## src/rtl/orb_reader.sv

```systemverilog
// Read side of the orbital packer: drains one frame of words from the two
// packer RAMs on serializer request and toggles SW at each completed frame.
`timescale 1ns/1ps
module orb_reader #(
  parameter int unsigned ADDR_W      = 11,
  parameter int unsigned DATA_W      = 12,
  parameter int unsigned FRAME_WORDS = 2048
) (
  input  logic              clk,
  input  logic              rst,
  input  logic              start,
  input  logic              rdReq,
  input  logic [DATA_W-1:0] rdData1,
  input  logic [DATA_W-1:0] rdData2,
  output logic [ADDR_W-1:0] RdAddr,
  output logic [DATA_W-1:0] oWord,
  output logic [7:0]        oByte,
  output logic              oValid,
  output logic              busy,
  output logic              frameDone,
  output logic              SW,
  output logic              err
);

  localparam int unsigned K_W = ADDR_W + 1;
  localparam logic [K_W-1:0] K_LAST = K_W'(FRAME_WORDS - 1);

  localparam logic [1:0] S_IDLE     = 2'd0;
  localparam logic [1:0] S_WAIT_REQ = 2'd1;
  localparam logic [1:0] S_READ     = 2'd2;
  localparam logic [1:0] S_LATCH    = 2'd3;

  logic [1:0]        r_req_sync;
  logic              r_req_prev;
  logic              w_req_evt;

  logic [1:0]        r_state,  w_state_nxt;
  logic [K_W-1:0]    r_k,      w_k_nxt;
  logic [ADDR_W-1:0] r_addr,   w_addr_nxt;
  logic              r_sel,    w_sel_nxt;
  logic [DATA_W-1:0] r_word,   w_word_nxt;
  logic [7:0]        r_byte,   w_byte_nxt;
  logic              r_valid,  w_valid_nxt;
  logic              r_busy,   w_busy_nxt;
  logic              r_done,   w_done_nxt;
  logic              r_sw,     w_sw_nxt;
  logic              r_err,    w_err_nxt;
  logic [DATA_W-1:0] w_data;

  // rdReq is asynchronous: two-flop synchroniser plus an edge-detect stage
  always_ff @(posedge clk or negedge rst) begin
    if (!rst) begin
      r_req_sync <= 2'b00;
      r_req_prev <= 1'b0;
    end else begin
      r_req_sync <= {r_req_sync[0], rdReq};
      r_req_prev <= r_req_sync[1];
    end
  end

  assign w_req_evt = r_req_sync[1] & ~r_req_prev;

  // State and output registers
  always_ff @(posedge clk or negedge rst) begin
    if (!rst) begin
      r_state <= S_IDLE;
      r_k     <= '0;
      r_addr  <= '0;
      r_sel   <= 1'b0;
      r_word  <= '0;
      r_byte  <= 8'h00;
      r_valid <= 1'b0;
      r_busy  <= 1'b0;
      r_done  <= 1'b0;
      r_sw    <= 1'b0;
      r_err   <= 1'b0;
    end else begin
      r_state <= w_state_nxt;
      r_k     <= w_k_nxt;
      r_addr  <= w_addr_nxt;
      r_sel   <= w_sel_nxt;
      r_word  <= w_word_nxt;
      r_byte  <= w_byte_nxt;
      r_valid <= w_valid_nxt;
      r_busy  <= w_busy_nxt;
      r_done  <= w_done_nxt;
      r_sw    <= w_sw_nxt;
      r_err   <= w_err_nxt;
    end
  end

  // Next-state and next-output logic; strobes default low every cycle
  always_comb begin
    w_state_nxt = r_state;
    w_k_nxt     = r_k;
    w_addr_nxt  = r_addr;
    w_sel_nxt   = r_sel;
    w_word_nxt  = r_word;
    w_byte_nxt  = r_byte;
    w_valid_nxt = 1'b0;
    w_busy_nxt  = r_busy;
    w_done_nxt  = 1'b0;
    w_sw_nxt    = r_sw;
    w_err_nxt   = r_err;
    w_data      = r_sel ? rdData2 : rdData1;

    case (r_state)
      S_IDLE: begin
        if (start) begin
          w_k_nxt     = '0;
          w_addr_nxt  = '0;
          w_busy_nxt  = 1'b1;
          w_err_nxt   = 1'b0;
          w_state_nxt = S_WAIT_REQ;
        end
      end
      S_WAIT_REQ: begin
        if (w_req_evt) begin
          w_addr_nxt  = r_k[ADDR_W-1:0];
          w_sel_nxt   = r_k[0];
          w_state_nxt = S_READ;
        end
      end
      S_READ: begin
        if (w_req_evt) w_err_nxt = 1'b1;
        w_state_nxt = S_LATCH;
      end
      S_LATCH: begin
        if (w_req_evt) w_err_nxt = 1'b1;
        w_word_nxt  = w_data;
        w_byte_nxt  = w_data[10:3];
        w_valid_nxt = 1'b1;
        if (r_k == K_LAST) begin
          w_k_nxt     = '0;
          w_done_nxt  = 1'b1;
          w_sw_nxt    = ~r_sw;
          w_busy_nxt  = 1'b0;
          w_state_nxt = S_IDLE;
        end else begin
          w_k_nxt     = r_k + K_W'(1);
          w_state_nxt = S_WAIT_REQ;
        end
      end
      default: w_state_nxt = S_IDLE;
    endcase
  end

  assign RdAddr    = r_addr;
  assign oWord     = r_word;
  assign oByte     = r_byte;
  assign oValid    = r_valid;
  assign busy      = r_busy;
  assign frameDone = r_done;
  assign SW        = r_sw;
  assign err       = r_err;

endmodule
```

## config.mk

```make
export PLATFORM = sky130hd
export DESIGN_NAME = orb_reader
export DESIGN_NICKNAME = d
export VERILOG_FILES = /design/src/rtl/orb_reader.sv
export SDC_FILE = /design/constraint.sdc
export NUM_CORES = 1
export LEC_CHECK = 0
export BUFFER_PORTS_ARGS = -buffer_cell sky130_fd_sc_hd__buf_2
export CAP_MARGIN = 20
export CORE_MARGIN = 5
export CORE_UTILIZATION = 51
export CTS_CLUSTER_SIZE = 14
export DETAILED_ROUTE_END_ITERATION = 8
export PLACE_DENSITY_LB_ADDON = 0.08
export RECOVER_POWER = 100
export REMOVE_ABC_BUFFERS = 1
export SYNTH_ARGS = -nofsm -noshare
export SYNTH_HDL_FRONTEND = slang
export SYNTH_SLANG_ARGS = --single-unit
```

## constraint.sdc

```tcl
create_clock -name clk -period 2.05 [get_ports clk]
set_input_delay 0 -clock clk [delete_from_list [all_inputs] [get_ports clk]]
set_output_delay 0 -clock clk [all_outputs]
set_load 0.01 [all_outputs]
```

==> flow_summary.yaml <==
synth:
  yosys-top-cells-count: "dfrtp_1 (46), nor2_1 (26), a21oi_1 (15), a22o_1 (12), mux2i_1 (12)"
  synth_top_cell_area_share: 0.5315
  synth.cell_area_mm2: 0.002166
  ys_seq_area_frac: 0.5315
  synthDistinctLibCells: 41
  netlist_instances: 188
  synth_edf_count: 0
  yosys.area.top_type: "dfrtp_1"
  yosys_warnings: 0
  synth_ff_type: "dfrtp_1"
  synthTopCellsByArea: "dfrtp_1 (53%), mux2i_1 (5.5%), a22o_1 (4.9%)"
  ys_ff_latch: 46
  syn_avg_cell_area_um2: 11.52
  synth-async-reset-ratio: 1.000
  yosysMostFrequentCell: "dfrtp_1"
timing:
  worst_pin_slew_ps: 813.0
  finClkSkew_ps: 6.829
  finalCriticalPeriod_ps: 1867
  whs_ps: 4.573
  fmax_mhz: 535.5
  slew_violations: 0
  fin_crit_sh: 0.9109
  setup_viol: 0
  relSlewSlack: 0.4580
  rsz0062_at_grt: "no"
  finalHoldViolCount: 0
setup_path:
  critPathLaunchType: "flip-flop"
  r2r_start: "r_state[1]"
  crit_start: "r_state[1]"
  required_ps: 2240
  r2r_slack_ps: 180
  cp-end-kind: "flip-flop"
  r2r_end: "RdAddr[4]"
  worst-setup-path-type: "reg -> reg"
  cp-endpoint: "RdAddr[4]"
  worstPathMaxFanout: 11
  crit_arrival_ps: 2060
  r2r_cells: 6
floorplan:
  dieArea_mm2: 0.005650
  dieWidth_um: 75.17
  initial_core_util: 0.5338
  pin_count: 64
  num_rows: 23
  core-area_mm2: 0.004058
  die_h_um: 75.17
route:
  wl_mm: 4.764
  first_iter_violations: 54
  met2_length_mm: 2.163
  wl_per_cell_um: 15.62
  viasPerCell: 5.354
  vias: 1633
  dr_wl_met3_um: 456
  dr.pass1.iters: 4
  met1Wirelength_mm: 2.049
  highest_layer: "met4"
  antenna_left: 0
  drc: 0
power_and_ir_drop:
  p_per_area_mw_per_mm2: 1305
  p_leak_nw: 1.187
  ir_drop_uv: 890.1
grt:
  grt_max_degree: 33
  grt_pass1_wl_mm: 7.693
  antenna_found_initial: 0
  grtUsageTotal: 0.1788
  grt-ovfl-total: 0
  grt_pass1_vias: 1657
cts:
  cts_buffers: 5
  clk_path_buf_depth: 2
  cts_tree: "built"
  htree_levels: 2
  clock-sinks: 46
  postCtsSetupBuffers: 0
  clock_latency_ps: 300
  cts-root-buf: "clkbuf_8"
  clkTransAtPathRegs_ps: 80
finish:
  num_antenna_cells: 0
  fillers: 326
  stdcell_count: 305
  layout-drive-gt1-share: 0.2000
  area_growth_pct: 20.05
  multi_input_area_um2: 882.1
  seqCellArea_mm2: 0.001151
  layout.nets: 288
run_status:
  status: "completed"
place:
  place.gp.congestion: 0.8130
  portBuffers: 63
  dp.cells: 290
  dp_hpwl_mm: 3.571
run:
  max_cap_viol_count: 0
min_path:
  hp-class: "in -> reg"
-- timing repair --
action / in CTS / in global routing
endpoints found under the setup margin: 0 / 11
resized for setup: 0 / 1
hold buffers: 7 / 0
hold endpoints to repair: 19 / 0
-- how the worst min path moves through the flow --
stage                     startpoint        end  slack [ps]  cells past startpoint
after floorplan                  rst  RdAddr[0]        -300                      0
after global routing      rdData2[0]   oWord[0]          20                      3
after global placement           rst   oWord[1]         -90                      1
final                     rdData2[0]   oWord[0]           5                      3
after CTS                 rdData2[0]   oWord[0]           2                      3
after detailed placement         rst         SW         -80                      1
-- per-layer routing --
metal,GRT usage,vias up
met1,0.2295,771
met5,0,-
met3,0.04539,12
li1,-,786
met4,0.09126,0
met2,0.2805,64
-- cell families (layout without fill, tap and decap cells) --
family	after synthesis	in the layout	share of synthesized area
and+or+nand+nor	54	54	0.1496
DFF	46	46	0.5315
AOI/OAI and AO/OA	38	38	0.1248
buffers and inverters	21	88	0.05604
muxes	14	14	0.06701
xor gates and xnor gates	9	9	0.03640
adders and majority gates	6	6	0.03466
-- state kept, by name, indices dropped and copies added (netlist names) --
| register | flops |
|---|---|
| oWord | 12 |
| r_k | 12 |
| RdAddr | 11 |
| r_req_sync | 2 |
| r_state | 2 |
| SW | 1 |
| busy | 1 |
| err | 1 |
| frameDone | 1 |
| oValid | 1 |
| r_req_prev | 1 |
| r_sel | 1 |
-- critical path: stages (launching register included) --
cell,delay (ps)
dfrtp_1,450
inv_1,120
ha_1,250
and2b_1,230
a21oi_2,230
o21ai_2,200
a22o_1,280
-- placed cells by master, fill, tap and decap left out, drive strengths merged, types with 3 or more instances in the layout --
| master | n |
|---|---|
| dlygate4sd3 | 7 |
| a22o | 12 |
| xnor2 | 8 |
| a21oi | 16 |
| nor3 | 3 |
| nand4 | 3 |
| inv | 4 |
| clkbuf | 45 |
| o21ai | 5 |
| ha | 6 |
| nand2 | 4 |
| mux2i | 13 |
| buf | 30 |
| dfrtp | 46 |
| nand3 | 4 |
| nor4 | 3 |
| nor2 | 26 |
-- per-stage QoR --
step | setup slack (ps) | power [mW] | instance area, µm² | utilization | TNS, ps
detailed placement | 65.08 | 2.797 | 2482 | 0.6118 | 0
floorplan | -147.0 | 2.222 | 2059 | - | -1019
global route | 43.36 | 3.658 | 2600 | 0.6408 | 0
finish | 182.6 | 3.393 | 2600 | 0.6408 | 0
CTS | 50.38 | 3.486 | 2663 | 0.6562 | 0
global placement | 222.5 | 2.712 | 2482 | 0.6118 | 0
-- where the power goes --
group / switching, mW / leakage, nW / internal [mW]
combinational: 0.814 / 0.554 / 0.537
clock: 0.295 / 0.0514 / 0.364
sequential: 0.239 / 0.582 / 1.14
total: 1.35 / 1.19 / 2.04
-- final cells by class --
class / count / area share
flip-flops and latches: 46 / 0.4427
multi-input cells: 121 / 0.3393
repair buffers: 76 / 0.1458
clock buffers: 6 / 0.02791
well taps: 50 / 0.02406
clock inverters: 2 / 0.01444
inverters: 4 / 0.005775
Note: power is estimated with default switching activity, not from simulation.
